--- config.mk ---
export PLATFORM = sky130hd
export DESIGN_NAME = lfsr_seq_ctrl_flat
export DESIGN_NICKNAME = d
export VERILOG_FILES = /design/src/rtl/lfsr_seq_ctrl_if.sv /design/src/rtl/lfsr_seq_ctrl.sv /design/src/flat_wrapper.sv
export SDC_FILE = /design/constraint.sdc
export NUM_CORES = 1
export LEC_CHECK = 0
export CAP_MARGIN = 20
export CORE_UTILIZATION = 35
export DETAILED_ROUTE_END_ITERATION = 16
export PLACE_DENSITY = 0.56
export SYNTH_ARGS = -nofsm -noshare
export SYNTH_HDL_FRONTEND = slang
export SYNTH_SLANG_ARGS = --single-unit
--- constraint.sdc ---
create_clock -name clk -period 3.1 [get_ports clk]
set_clock_uncertainty 0.05 [all_clocks]
set_input_delay 0.62 -clock clk [delete_from_list [all_inputs] [get_ports clk]]
set_output_delay 0.62 -clock clk [all_outputs]
set_load 0.01 [all_outputs]
--- src/rtl/lfsr_seq_ctrl_if.sv ---
// Command / result handshake bundle for lfsr_seq_ctrl.
// The master side is the client asking for pseudo-random words; the slave
// side is the sequencer. When LFSR_SEQ_CTRL_AUTO_EN is defined the bundle
// also carries the auto-repeat request (cmd_auto) and its stop line (auto_stop).
interface lfsr_seq_ctrl_if #(
    parameter int STEP_W = 8,
    parameter int WORD_W = 8
);
    // Command channel
    logic              cmd_valid;
    logic              cmd_ready;
    logic              cmd_load;
    logic [WORD_W-1:0] cmd_seed;
    logic [STEP_W-1:0] cmd_steps;

    // Result channel
    logic              word_valid;
    logic              word_ready;
    logic [WORD_W-1:0] word_data;

`ifdef LFSR_SEQ_CTRL_AUTO_EN
    logic              cmd_auto;
    logic              auto_stop;

    modport master (
        output cmd_valid, cmd_load, cmd_seed, cmd_steps, cmd_auto, auto_stop,
        output word_ready,
        input  cmd_ready, word_valid, word_data
    );

    modport slave (
        input  cmd_valid, cmd_load, cmd_seed, cmd_steps, cmd_auto, auto_stop,
        input  word_ready,
        output cmd_ready, word_valid, word_data
    );
`else
    modport master (
        output cmd_valid, cmd_load, cmd_seed, cmd_steps,
        output word_ready,
        input  cmd_ready, word_valid, word_data
    );

    modport slave (
        input  cmd_valid, cmd_load, cmd_seed, cmd_steps,
        input  word_ready,
        output cmd_ready, word_valid, word_data
    );
`endif
endinterface

--- src/rtl/lfsr_seq_ctrl.sv ---
// Sequencer for the 8-bit Galois LFSR block.
//
// A command optionally reloads the LFSR seed (one cycle with lfsr_rst_n low),
// advances it cmd_steps times with lfsr_enable, then shifts WORD_W bits out
// with lfsr_out_enable. The LFSR output is registered, so each serial bit is
// sampled one cycle after its shift pulse; the last bit lands in the DRAIN
// state. The assembled word is then held on the result channel until taken.
//
// Optional build macro: LFSR_SEQ_CTRL_AUTO_EN
//   Adds cmd_auto / auto_stop. With the auto flag latched, each word
//   handshake restarts stepping (no reload) instead of returning to IDLE.
//
// State is one-hot so every strobe is a single flop bit and cannot glitch.
module lfsr_seq_ctrl #(
    parameter int                STEP_W    = 8,
    parameter int                WORD_W    = 8,
    parameter logic [WORD_W-1:0] SEED_INIT = 8'h01
) (
    input  logic              clk,
    input  logic              rst,
    lfsr_seq_ctrl_if.slave    bus,
    output logic              busy,
    output logic              lfsr_rst_n,
    output logic [WORD_W-1:0] lfsr_seed,
    output logic              lfsr_enable,
    output logic              lfsr_out_enable,
    input  logic              lfsr_out,
    input  logic              lfsr_valid,
    output logic              proto_err
);

    // Sample/pulse counter must be able to hold WORD_W itself (terminal value).
    localparam int CNT_W = $clog2(WORD_W + 1);

    // One-hot bit positions, used for glitch-free strobe decode.
    localparam int S_IDLE  = 0;
    localparam int S_LOAD  = 1;
    localparam int S_RUN   = 2;
    localparam int S_SHIFT = 3;
    localparam int S_DRAIN = 4;
    localparam int S_HOLD  = 5;

    typedef enum logic [5:0] {
        IDLE  = 6'b000001,
        LOAD  = 6'b000010,
        RUN   = 6'b000100,
        SHIFT = 6'b001000,
        DRAIN = 6'b010000,
        HOLD  = 6'b100000
    } state_t;

    state_t            state_reg;
    logic [STEP_W-1:0] steps_reg;       // step count of the current command, kept for auto repeats
    logic [STEP_W-1:0] step_cnt_reg;    // remaining advance cycles in RUN
    logic [CNT_W-1:0]  pulse_cnt_reg;   // shift pulses issued so far in this word
    logic [WORD_W-1:0] lfsr_seed_reg;
    logic              lfsr_rst_n_reg;
    logic              proto_err_reg;
    logic [WORD_W-1:0] word_data;

    logic              accept;
    logic              capture;
    logic [CNT_W-1:0]  capture_idx;
    logic              auto_go;         // handshake should loop back instead of idling

    assign accept = state_reg[S_IDLE] & bus.cmd_valid;

`ifdef LFSR_SEQ_CTRL_AUTO_EN
    logic auto_reg;

    // Auto-repeat flag: latched with the command, cleared by auto_stop at any time.
    always_ff @(posedge clk or negedge rst) begin
        if (!rst) begin
            auto_reg <= 1'b0;
        end else if (accept) begin
            auto_reg <= bus.cmd_auto & ~bus.auto_stop;
        end else if (bus.auto_stop) begin
            auto_reg <= 1'b0;
        end
    end

    // A stop raised in the handshake cycle itself also ends the loop.
    assign auto_go = auto_reg & ~bus.auto_stop;
`else
    assign auto_go = 1'b0;
`endif

    // Main sequencer: state, counters, seed register and the LFSR reset strobe.
    always_ff @(posedge clk or negedge rst) begin
        if (!rst) begin
            state_reg      <= IDLE;
            steps_reg      <= '0;
            step_cnt_reg   <= '0;
            pulse_cnt_reg  <= '0;
            lfsr_seed_reg  <= SEED_INIT;
            lfsr_rst_n_reg <= 1'b0;
        end else begin
            // The LFSR reset is only pulled low for the single LOAD cycle.
            lfsr_rst_n_reg <= 1'b1;
            unique case (state_reg)
                IDLE: begin
                    if (bus.cmd_valid) begin
                        steps_reg     <= bus.cmd_steps;
                        step_cnt_reg  <= bus.cmd_steps;
                        pulse_cnt_reg <= '0;
                        if (bus.cmd_load) begin
                            lfsr_seed_reg  <= bus.cmd_seed;
                            lfsr_rst_n_reg <= 1'b0;
                            state_reg      <= LOAD;
                        end else if (bus.cmd_steps != '0) begin
                            state_reg <= RUN;
                        end else begin
                            state_reg <= SHIFT;
                        end
                    end
                end
                LOAD: begin
                    state_reg <= (steps_reg != '0) ? RUN : SHIFT;
                end
                RUN: begin
                    // Counter stops at zero; leaving on <=1 also guards a zero count.
                    if (step_cnt_reg != '0) begin
                        step_cnt_reg <= step_cnt_reg - 1'b1;
                    end
                    if (step_cnt_reg <= STEP_W'(1)) begin
                        state_reg <= SHIFT;
                    end
                end
                SHIFT: begin
                    pulse_cnt_reg <= pulse_cnt_reg + 1'b1;
                    if (pulse_cnt_reg == CNT_W'(WORD_W - 1)) begin
                        state_reg <= DRAIN;
                    end
                end
                DRAIN: begin
                    // pulse_cnt_reg sits at WORD_W here and is not advanced further.
                    state_reg <= HOLD;
                end
                HOLD: begin
                    if (bus.word_ready) begin
                        if (auto_go) begin
                            step_cnt_reg  <= steps_reg;
                            pulse_cnt_reg <= '0;
                            state_reg     <= (steps_reg != '0) ? RUN : SHIFT;
                        end else begin
                            state_reg <= IDLE;
                        end
                    end
                end
                default: begin
                    state_reg <= IDLE;
                end
            endcase
        end
    end

    // A sample is due in every SHIFT cycle after the first pulse, and in DRAIN
    // for the final bit; the bit index trails the pulse count by one.
    assign capture     = (state_reg[S_SHIFT] & (pulse_cnt_reg != '0)) | state_reg[S_DRAIN];
    assign capture_idx = pulse_cnt_reg - 1'b1;

    // One capture flop per word bit, written when its index comes up.
    for (genvar gi = 0; gi < WORD_W; gi++) begin : g_word_bit
        logic bit_reg;

        // Capture serial bit gi of the word.
        always_ff @(posedge clk or negedge rst) begin
            if (!rst) begin
                bit_reg <= 1'b0;
            end else if (capture && (capture_idx == CNT_W'(gi))) begin
                bit_reg <= lfsr_out;
            end
        end

        assign word_data[gi] = bit_reg;
    end

    // Sticky protocol error: the LFSR claimed no valid output when we sampled it.
    always_ff @(posedge clk or negedge rst) begin
        if (!rst) begin
            proto_err_reg <= 1'b0;
        end else if (capture && !lfsr_valid) begin
            proto_err_reg <= 1'b1;
        end
    end

    // Moore decode straight off the one-hot state bits.
    assign bus.cmd_ready   = state_reg[S_IDLE];
    assign bus.word_valid  = state_reg[S_HOLD];
    assign bus.word_data   = word_data;
    assign busy            = ~state_reg[S_IDLE];
    assign lfsr_enable     = state_reg[S_RUN];
    assign lfsr_out_enable = state_reg[S_SHIFT];
    assign lfsr_rst_n      = lfsr_rst_n_reg;
    assign lfsr_seed       = lfsr_seed_reg;
    assign proto_err       = proto_err_reg;

endmodule

--- src/flat_wrapper.sv ---
// flat-port wrapper written by rule: the top's interface ports become plain ports
module lfsr_seq_ctrl_flat 
#(
    parameter int                STEP_W    = 8,
    parameter int                WORD_W    = 8,
    parameter logic [WORD_W-1:0] SEED_INIT = 8'h01
)
  (clk, rst, busy, lfsr_rst_n, lfsr_seed, lfsr_enable, lfsr_out_enable, lfsr_out, lfsr_valid, proto_err, bus_cmd_valid, bus_cmd_load, bus_cmd_seed, bus_cmd_steps, bus_word_ready, bus_cmd_ready, bus_word_valid, bus_word_data);
  lfsr_seq_ctrl_if #(.STEP_W(STEP_W), .WORD_W(WORD_W)) bus_i ();
  input  logic clk;
  input  logic rst;
  output logic busy;
  output logic lfsr_rst_n;
  output logic [WORD_W-1:0] lfsr_seed;
  output logic lfsr_enable;
  output logic lfsr_out_enable;
  input  logic lfsr_out;
  input  logic lfsr_valid;
  output logic proto_err;
  input wire logic [$bits(bus_i.cmd_valid)-1:0] bus_cmd_valid;
  input wire logic [$bits(bus_i.cmd_load)-1:0] bus_cmd_load;
  input wire logic [$bits(bus_i.cmd_seed)-1:0] bus_cmd_seed;
  input wire logic [$bits(bus_i.cmd_steps)-1:0] bus_cmd_steps;
  input wire logic [$bits(bus_i.word_ready)-1:0] bus_word_ready;
  output wire logic [$bits(bus_i.cmd_ready)-1:0] bus_cmd_ready;
  output wire logic [$bits(bus_i.word_valid)-1:0] bus_word_valid;
  output wire logic [$bits(bus_i.word_data)-1:0] bus_word_data;
  assign bus_i.cmd_valid = bus_cmd_valid;
  assign bus_i.cmd_load = bus_cmd_load;
  assign bus_i.cmd_seed = bus_cmd_seed;
  assign bus_i.cmd_steps = bus_cmd_steps;
  assign bus_i.word_ready = bus_word_ready;
  assign bus_cmd_ready = bus_i.cmd_ready;
  assign bus_word_valid = bus_i.word_valid;
  assign bus_word_data = bus_i.word_data;
  lfsr_seq_ctrl #(.STEP_W(STEP_W), .WORD_W(WORD_W), .SEED_INIT(SEED_INIT)) u_core (.clk(clk), .rst(rst), .bus(bus_i), .busy(busy), .lfsr_rst_n(lfsr_rst_n), .lfsr_seed(lfsr_seed), .lfsr_enable(lfsr_enable), .lfsr_out_enable(lfsr_out_enable), .lfsr_out(lfsr_out), .lfsr_valid(lfsr_valid), .proto_err(proto_err));
endmodule
==> results of run 1 <==
[metal layers]
metal  track usage (%)  up-vias  part of all wire, %
met2              24.5       52                   46
met1              20.7      887                   48
li1                  -      933                    -
met5                 0        -                    0
met3              2.89        7                  4.8
met4              4.55        0                  1.1
[cell type report]
type	instances	share of cell area [%]
Clock inverter	2	1.29
Clock buffer	6	2.75
Tap cell	80	3.34
Sequential cell	44	36.8
Multi-Input combinational cell	177	38.8
Inverter	10	1.25
Timing Repair Buffer	47	15.8
[final timing paths]
| check | start | to | cells past startpoint |
|---|---|---|---|
| setup / recovery | u_core.pulse_cnt_reg[0] | u_core.g_word_bit[0].bit_reg | 7 |
| min in group clk | u_core.proto_err | u_core.proto_err | 1 |
| max in group asynchronous | rst | u_core.lfsr_seed[0] | 2 |
| hold reg to reg | u_core.proto_err | u_core.proto_err | 1 |
| setup reg to reg | u_core.pulse_cnt_reg[0] | u_core.g_word_bit[0].bit_reg | 7 |
| hold / removal | rst | u_core.g_word_bit[5].bit_reg | 1 |
[worst reg2reg max path: cells and delay by family (launching register included)]
family / cells / cell delay, ps
AO/OA/AOI/OAI: 1 / 380
adder cells (fa/ha/maj): 1 / 240
multiplexers: 1 / 320
buffers and inverters: 1 / 140
flip-flops: 1 / 460
AND/OR/NAND/NOR: 3 / 660
[report_power, final]
group	switching (mW)	internal [mW]	total, mW
clock network	0.206	0.264	0.470
registers	0.198	0.816	1.01
logic	0.685	0.655	1.34
total	1.09	1.73	2.82
[cells in the final DEF (no fill, tap or decap), types with 3 or more instances in the layout]
master / instances
nand3_1: 6
clkdlybuf4s50_1: 44
a21oi_1: 8
nor2b_1: 5
nand2_1: 45
a22oi_1: 3
dfrtp_1: 42
nor2_1: 13
o2bb2ai_1: 3
inv_1: 10
clkbuf_8: 6
mux2_2: 16
nand2b_1: 3
o22ai_1: 3
ha_1: 9
nor4_1: 9
nor3_1: 6
o31ai_1: 3
o21ai_0: 15
nand3b_1: 3
[synth_stat cells (5+ instances only)]
| cell | instances |
|---|---|
| nor3_1 | 6 |
| buf_6 | 6 |
| mux2_2 | 16 |
| buf_4 | 8 |
| dfrtp_1 | 42 |
| nor2b_1 | 5 |
| a21oi_1 | 8 |
| o21ai_0 | 15 |
| nand3_1 | 6 |
| nor4_1 | 9 |
| nand2_1 | 45 |
| ha_1 | 9 |
| nor2_1 | 13 |
| inv_1 | 10 |
[cells by family after synthesis]
logic type | Yosys count | share of synthesized area (%)
multiplexers | 17 | 7.77
flip-flops | 44 | 45.1
AO/OA/AOI/OAI | 44 | 11.8
adder cells (fa/ha/maj) | 9 | 4.60
buffers and inverters | 27 | 7.36
XOR/XNOR | 4 | 1.43
AND/OR/NAND/NOR | 103 | 21.9
==> run_results.csv, run 1 <==
group,metric,value,unit
status,status,"completed",
sta,setup_violations,0,
yosys,syn_nets,280,
cells_and_area,syn2layout_area_growth,22.5,%
place,place_hpwl,3640,um
floorplanning,fp.dieW,85.6,um
drt,drc_errors,0,
pwr,p_leak,1.27,nW
sta,timing.final.crit_share,76.4,%
pwr,p_per_area,942,nW/um2
yosys,avgSynthCellArea,9.87,um2
floorplanning,dieArea,7330,um2
place,io_buffer_count,45,
drt,wl_per_cell,13.8,um
sta,finalHoldViolCount,0,
clocking,clk_latency,300,ps
critical_path,worstPathCellList,"inv_1 > ha_1 > or3b_2 > a21oi_1 > nor2b_1 > nand2_1 > mux2_2",
clocking,path_clk_slew,90,ps
yosys,synth.cell_area,2450,um2
sta,max_slew_margin,61.3,%
drt,totalWireLength,5060,um
drt,routed_via_density,5.13,
global_route,grt_remaining_overflow,0,
clocking,cts_tree,"done",
critical_path,r2r_slack,730,ps
cells_and_area,layout.cells.non_filler,366,
critical_path,slowest_stage,"dfrtp_1",
sta,tightest_slew,579,ps
yosys,synth_warnings,0,
place,place_congestion,0.788,
yosys,yosys.area.top_type,"dfrtp_1",
sta,layout_setup_ws,732,ps
critical_path,crit_family,"simple AND/OR/NAND/NOR gates",
sta,max_freq,0.422,GHz
flow_run,maxCapViolCount,0,
clocking,cts_max_level,2,
yosys,synth_top_area_share,42.9,%
clocking,cts_setup_buffers,0,
cells_and_area,multiInputGateArea,1160,um2
sta,rsz0062_at_grt,"no",
global_route,grt_pass1_wl,8850,um
clocking,holdBufCountCts,0,
critical_path,crit_arrival,2510,ps
drt,first_pass_iters,4,
clocking,numCtsBuffers,5,
floorplanning,pin_count,46,
floorplanning,start_util,36.2,%
yosys,syn_inst,248,
global_route,antenna_found_initial,0,
critical_path,path_max_fanout,8,
cells_and_area,final_area,3000,um2
place,dp_cells,357,
worst_hold_path,min_path_type,"input port to async pin",
yosys,ys_seq_area_share,45.1,%
sta,holdWs,167,ps
global_route,grt_max_degree,45,
floorplanning,die_y,85.6,um
floorplanning,core_area,6760,um2
sta,fin_crit,2370,ps
critical_path,slowest_delay,460,ps
cells_and_area,fillCellCount,674,
cells_and_area,nets,317,
critical_path,path_buf_inv,1,
critical_path,endpoint_kind,"flop",
drt,ant_nets,0,
clocking,cts_resized,0,
yosys,ys_ff_latch,44,
yosys,async_reset_ff_share,100,%
yosys,synth_ff_type,"dfrtp_1",
clocking,cts.sinks,44,
sta,slew_viol_final,0,
yosys,synth-edff-count,0,
global_route,grt_pass1_vias,1839,
critical_path,critPathRequiredTime,3240,ps
floorplanning,rows,30,
drt,drt_first_iter_violations,79,
place,place_area,2860,um2
critical_path,crit_type,"flop to flop",
pwr,p_total,2.82,mW
cells_and_area,final_core_util,44.4,%
critical_path,startpoint_type,"flop",
clocking,root_buffer,"clkbuf_8",
drt,vias,1879,
cells_and_area,n_antenna_cell,0,
cells_and_area,seqCellArea,1100,um2
sta,tns,0,ps
cells_and_area,drive_above_1_share,14.3,%
place,dp_slack,713,ps
clocking,cts_max_path_buffers,2,
yosys,yosysUniqueCellTypes,44,
pwr,peakVddDrop,0.395,mV
yosys,ys_top_cells_by_area,"dfrtp_1 (43%), mux2_2 (7.4%), nand2_1 (6.9%)",
global_route,grt_use_total,15.2,%
Power figures use the tool's default switching activity.
==> inputs of run 2 (changes only) <==
--- a/config.mk
+++ b/config.mk
@@ -8,7 +8,7 @@
 export CAP_MARGIN = 20
 export CORE_UTILIZATION = 35
 export DETAILED_ROUTE_END_ITERATION = 16
-export PLACE_DENSITY = 0.56
+export PLACE_DENSITY = 0.59
 export SYNTH_ARGS = -nofsm -noshare
 export SYNTH_HDL_FRONTEND = slang
 export SYNTH_SLANG_ARGS = --single-unit
==> constraint.sdc (replaced) <==
create_clock -name clk -period 1.9 [get_ports clk]
set_clock_uncertainty 0.05 [all_clocks]
set_input_delay 0.38 -clock clk [delete_from_list [all_inputs] [get_ports clk]]
set_output_delay 0.38 -clock clk [all_outputs]
set_load 0.01 [all_outputs]
==> run 2 against run 1 <==
Against the previous run:
- the flow now finishes with violations (hold timing, setup timing)
- final area up 19%
- die area unchanged
- maximum frequency up 23%
- final cell count up 13%
- routed wire length up 16%
- critical path type unchanged
- largest cell class unchanged
==> run_results.csv, run 2 (synthesis gave the netlist of run 1 again) <==
group,metric,value,unit
clocking,holdBufCountCts,0,
critical_path,slowest_stage,"or4_4",
drt,first_pass_iters,6,
pwr,p_leak,1.60,nW
clocking,clk_latency,300,ps
critical_path,startpoint_type,"flop",
drt,drc_errors,0,
sta,rsz0062_at_grt,"yes",
floorplanning,start_util,36.2,%
pwr,p_sw_share,38.1,%
cells_and_area,final_cell_mix,"nand2_1 (45), clkdlybuf4s50_1 (41), dfrtp_1 (41)",
pwr,p_int,3.52,mW
global_route,grt_remaining_overflow,0,
critical_path,endpoint_kind,"flop",
place,place_congestion,0.885,
floorplanning,core_area,6760,um2
flow_run,maxCapViolCount,0,
critical_path,crit_arrival,2060,ps
global_route,grt_pass1_wl,9470,um
clocking,cts_max_path_buffers,2,
sta,tightest_slew,390,ps
global_route,antenna_found_initial,0,
floorplanning,die_y,85.6,um
sta,slew_viol_final,0,
clocking,numCtsBuffers,5,
drt,drt_first_iter_violations,104,
global_route,grt_pass1_vias,2058,
place,io_buffer_count,45,
sta,setup_violations,2,
status,failed_checks,"hold timing, setup timing",
floorplanning,pin_count,46,
drt,totalWireLength,5850,um
critical_path,worstPathCellList,"or4_4 > o311ai_4 > a21oi_2 > a21oi_1 > a21oi_1",
sta,tns,-35.7,ps
cells_and_area,n_antenna_cell,0,
clocking,root_buffer,"clkbuf_8",
clocking,cts.sinks,44,
cells_and_area,drive_above_1_share,33.9,%
pwr,peakVddDrop,0.780,mV
drt,ant_nets,0,
critical_path,path_common_cell,"a21oi_1",
critical_path,crit_type,"flop to flop",
cells_and_area,fillCellCount,627,
drt,vias,2075,
floorplanning,dieArea,7330,um2
drt,wl_per_cell,14.2,um
sta,fin_crit,1930,ps
pwr,p_seq_share,27.4,%
worst_hold_path,min_path_type,"input port to async pin",
sta,holdWs,-11.5,ps
critical_path,crit_family,"compound AO/OA/AOI/OAI gates",
global_route,grt_max_degree,45,
pwr,p_clk_share,13.5,%
critical_path,slowest_delay,620,ps
critical_path,critPathRequiredTime,2030,ps
pwr,p_per_area,1600,nW/um2
critical_path,path_max_fanout,6,
cells_and_area,syn2layout_area_growth,45.5,%
sta,layout_setup_ws,-32.4,ps
sta,timing.final.crit_share,102,%
place,dp_slack,-73.8,ps
sta,max_slew_margin,73.7,%
cells_and_area,final_common_cell,"nand2_1",
critical_path,path_buf_inv,0,
drt,routed_via_density,5.02,
sta,finalHoldViolCount,9,
clocking,path_clk_slew,90,ps
pwr,p_sw,2.17,mW
pwr,p_total,5.70,mW
cells_and_area,final_core_util,52.7,%
global_route,grt_use_total,16.4,%
clocking,cts_max_level,2,
status,status,"finished, violations left",
pwr,comb_power_share,59.1,%
place,place_hpwl,3990,um
floorplanning,fp.dieW,85.6,um
cells_and_area,nets,364,
clocking,cts_tree,"done",
floorplanning,rows,30,
sta,max_freq,0.518,GHz
==> run 2: path summary, 6_finish.rpt <==
| check | startpoint | to | slack [ps] | depth (start not counted) |
|---|---|---|---|---|
| max | u_core.state_reg[2] | u_core.step_cnt_reg[4] | -30 | 5 |
| min | rst | u_core.g_word_bit[4].bit_reg | -10 | 2 |
| max reg2reg | u_core.state_reg[2] | u_core.step_cnt_reg[4] | -30 | 5 |
| min reg2reg | u_core.steps_reg[0] | u_core.steps_reg[0] | 430 | 2 |
| max in group asynchronous | rst | u_core.lfsr_seed[0] | 1530 | 2 |
| min in group clk | u_core.steps_reg[0] | u_core.steps_reg[0] | 430 | 2 |
==> run 2: what timing repair did <==
action | CTS | global route
buffers inserted | 5 | 5
resized for setup | 9 | 41
pin swaps | 7 | 12
cloned | 0 | 1
endpoints found under the hold margin | 0 | 0
setup endpoints to repair | 31 | 30
==> run 2: layout make-up <==
| type | count | area (um2) | share of cell area (%) |
|---|---|---|---|
| timing repair buffer | 93 | 845 | 23.7 |
| inverter | 10 | 37.5 | 1.05 |
| multi-input combinational | 178 | 1350 | 38.0 |
| clock buffer | 6 | 82.6 | 2.32 |
| clock inverter | 2 | 38.8 | 1.09 |
| sequential | 44 | 1100 | 31.0 |
| tap | 80 | 100 | 2.81 |
==> run 2: stage by stage <==
step | instance area [um2] | instances
after floorplan | 2490 | 248
after global placement | 3190 | 394
after detailed placement | 3190 | 394
after CTS | 3380 | 407
after global routing | 3560 | 413
final | 3560 | 413
==> run 2: layer usage <==
layer / global-route usage [%] / vias up / wire length [um] / part of all wire, %
met5: 0 / - / 0 / 0
met4: 3.94 / 0 / 66 / 1.1
met3: 4.33 / 8 / 287 / 4.9
met2: 28.1 / 57 / 2810 / 48
met1: 20.6 / 986 / 2690 / 46
li1: - / 1024 / - / -
==> run 2: power by group through the flow <==
stage | combinational, mW | clock [mW] | sequential (mW)
after global placement | 2.82 | 0 | 1.57
after floorplan | 1.81 | 0 | 1.63
after global routing | 3.65 | 0.835 | 1.61
after CTS | 2.99 | 0.792 | 1.55
after detailed placement | 2.85 | 0 | 1.57
final | 3.37 | 0.770 | 1.56
==> inputs of run 3 (changes only) <==
--- a/config.mk
+++ b/config.mk
@@ -6,9 +6,9 @@
 export NUM_CORES = 1
 export LEC_CHECK = 0
 export CAP_MARGIN = 20
-export CORE_UTILIZATION = 35
+export CORE_UTILIZATION = 47
 export DETAILED_ROUTE_END_ITERATION = 16
-export PLACE_DENSITY = 0.59
+export PLACE_DENSITY = 0.75
 export SYNTH_ARGS = -nofsm -noshare
 export SYNTH_HDL_FRONTEND = slang
 export SYNTH_SLANG_ARGS = --single-unit
==> run 3 against run 2 <==
Against the previous run:
- the run ends with setup timing left
- critical path depth up 1
- worst setup slack improved by 15 ps
- combinational power shrank 3%
- via count is 0.29% lower
- utilization increased by 18 points
- first-iteration DRC count is 21% higher
- non-clock buffer count is 9 lower
- die area down 25%
- maximum frequency is 0.78% higher
- hold slack better by 440 ps
- global-route usage grew 4.7 points
- register-to-register slack about the same
- largest cell class unchanged
- largest power group unchanged
- highest routed layer unchanged
==> run_results.csv, run 3 (synthesis gave the netlist of run 1 again) <==
group,metric,value,unit
status,status,"finished, violations left",
status,failed_checks,"setup timing",
sta,tightest_slew,417,ps
cells_and_area,layout.cells.non_filler,391,
cells_and_area,seqCellArea,1110,um2
cells_and_area,syn2layout_area_growth,40.2,%
drt,drc_errors,0,
global_route,grt_use_total,21.1,%
critical_path,path_max_fanout,7,
clocking,cts_max_path_buffers,2,
pwr,p_leak,1.51,nW
critical_path,crit_family,"simple AND/OR/NAND/NOR gates",
place,io_buffer_count,45,
sta,setup_violations,3,
drt,ant_nets,0,
global_route,grt_pass1_vias,1872,
pwr,peakVddDrop,0.863,mV
cells_and_area,final_area,3430,um2
place,place_area,3140,um2
pwr,p_total,5.44,mW
floorplanning,core_area,4880,um2
worst_hold_path,min_path_type,"flop to flop",
global_route,met3_usage,4.20,%
floorplanning,start_util,50.2,%
drt,drt_first_iter_violations,126,
sta,finalHoldViolCount,0,
floorplanning,die_y,74.2,um
cells_and_area,fillCellCount,392,
clocking,path_clk_slew,90,ps
global_route,grt_busiest_layer,"met2",
drt,vias,2069,
pwr,p_per_area,1590,nW/um2
cells_and_area,drive_above_1_share,32.1,%
clocking,numCtsBuffers,5,
critical_path,slowest_stage,"or4_4",
global_route,grt_pass1_wl,8630,um
sta,rsz0062_at_grt,"yes",
sta,max_freq,0.522,GHz
sta,holdWs,433,ps
critical_path,crit_arrival,2050,ps
floorplanning,dieArea,5500,um2
drt,wl_per_cell,14.8,um
critical_path,critPathRequiredTime,2030,ps
flow_run,maxCapViolCount,0,
drt,totalWireLength,5770,um
critical_path,slowest_delay,560,ps
clocking,cts.sinks,44,
global_route,use_met2,35.6,%
sta,fin_crit,1920,ps
critical_path,startpoint_type,"flop",
global_route,grt_max_degree,21,
clocking,clk_latency,300,ps
sta,slew_viol_final,0,
critical_path,worstPathCellList,"or4_4 > nor3b_4 > buf_6 > nand3_2 > o22ai_1 > a21oi_1",
place,place_hpwl,4040,um
sta,timing.final.crit_share,101,%
clocking,cts_max_level,2,
global_route,grt_remaining_overflow,0,
floorplanning,fp.dieW,74.2,um
place,dp_cells,376,
cells_and_area,nets,355,
critical_path,crit_type,"flop to flop",
cells_and_area,final_common_cell,"nand2_1",
clocking,cts_tree,"done",
global_route,antenna_found_initial,0,
clocking,root_buffer,"clkbuf_8",
place,place_congestion,0.867,
critical_path,endpoint_kind,"flop",
drt,first_pass_iters,4,
sta,layout_setup_ws,-17.4,ps
critical_path,path_buf_inv,1,
cells_and_area,n_antenna_cell,0,
cells_and_area,final_cell_mix,"nand2_1 (44), clkdlybuf4s50_1 (42), dfrtp_1 (39)",
cells_and_area,multiInputGateArea,1350,um2
drt,routed_via_density,5.29,
floorplanning,pin_count,46,
global_route,grt_use_met1,26.8,%
sta,max_slew_margin,71.5,%
floorplanning,rows,25,
[run 3: cell count changes in the layout (fill, tap and decap cells not counted), sizes merged]
| cell | delta |
|---|---|
| dlygate4sd3 | +1 |
| bufinv | -1 |
| dlygate4sd2 | -1 |
| buf | -10 |
| clkinvlp | +1 |
| clkdlybuf4s50 | +1 |
[run 3: through the flow]
| stage | util [%] | setup TNS (ps) | setup slack [ps] |
|---|---|---|---|
| floorplan | - | -741 | -56.7 |
| CTS | 67.2 | 0 | 2.12 |
| finish | 70.3 | -30.9 | -17.4 |
| global route | 70.3 | -703 | -75.5 |
| global placement | 64.3 | -77.5 | -69.3 |
| detailed placement | 64.3 | -542 | -124 |
[run 3: path summary, 6_finish.rpt]
| check | depth (start not counted) | slack [ps] | endpoint | from |
|---|---|---|---|---|
| min in group asynchronous | 2 | 490 | u_core.proto_err | rst |
| max | 6 | -20 | u_core.step_cnt_reg[4] | u_core.state_reg[0] |
| max in group asynchronous | 3 | 690 | u_core.state_reg[0] | rst |
| max reg2reg | 6 | -20 | u_core.step_cnt_reg[4] | u_core.state_reg[0] |
| min reg2reg | 1 | 430 | u_core.proto_err | u_core.proto_err |
| min | 1 | 430 | u_core.proto_err | u_core.proto_err |
[run 3: layer usage]
metal / wire [um] / up-vias
met3: 184 / 15
met2: 2830 / 40
met4: 131 / 0
met5: 0 / -
li1: - / 1010
met1: 2630 / 1004
[run 3: cell type report]
cell class | count | share of cell area, %
clock buffer | 6 | 2.12
sequential | 44 | 32.3
timing repair buffer | 84 | 22.4
inverter | 10 | 1.09
clock inverter | 2 | 0.365
multi-input combinational | 178 | 39.4
tap | 67 | 2.44
[run 3: timing repair]
item                       4_1_cts  5_1_grt
hold buffers                     1        0
resized for setup               11       36
hold endpoints to repair        17        0
gates cloned                     0        2
pin swaps                        5       15
buffers inserted                 2        2
setup endpoints to repair       27       27
[run 3: power breakdown]
part / internal [mW] / switching [mW]
logic: 1.69 / 1.57
clock network: 0.257 / 0.330
registers: 1.34 / 0.257
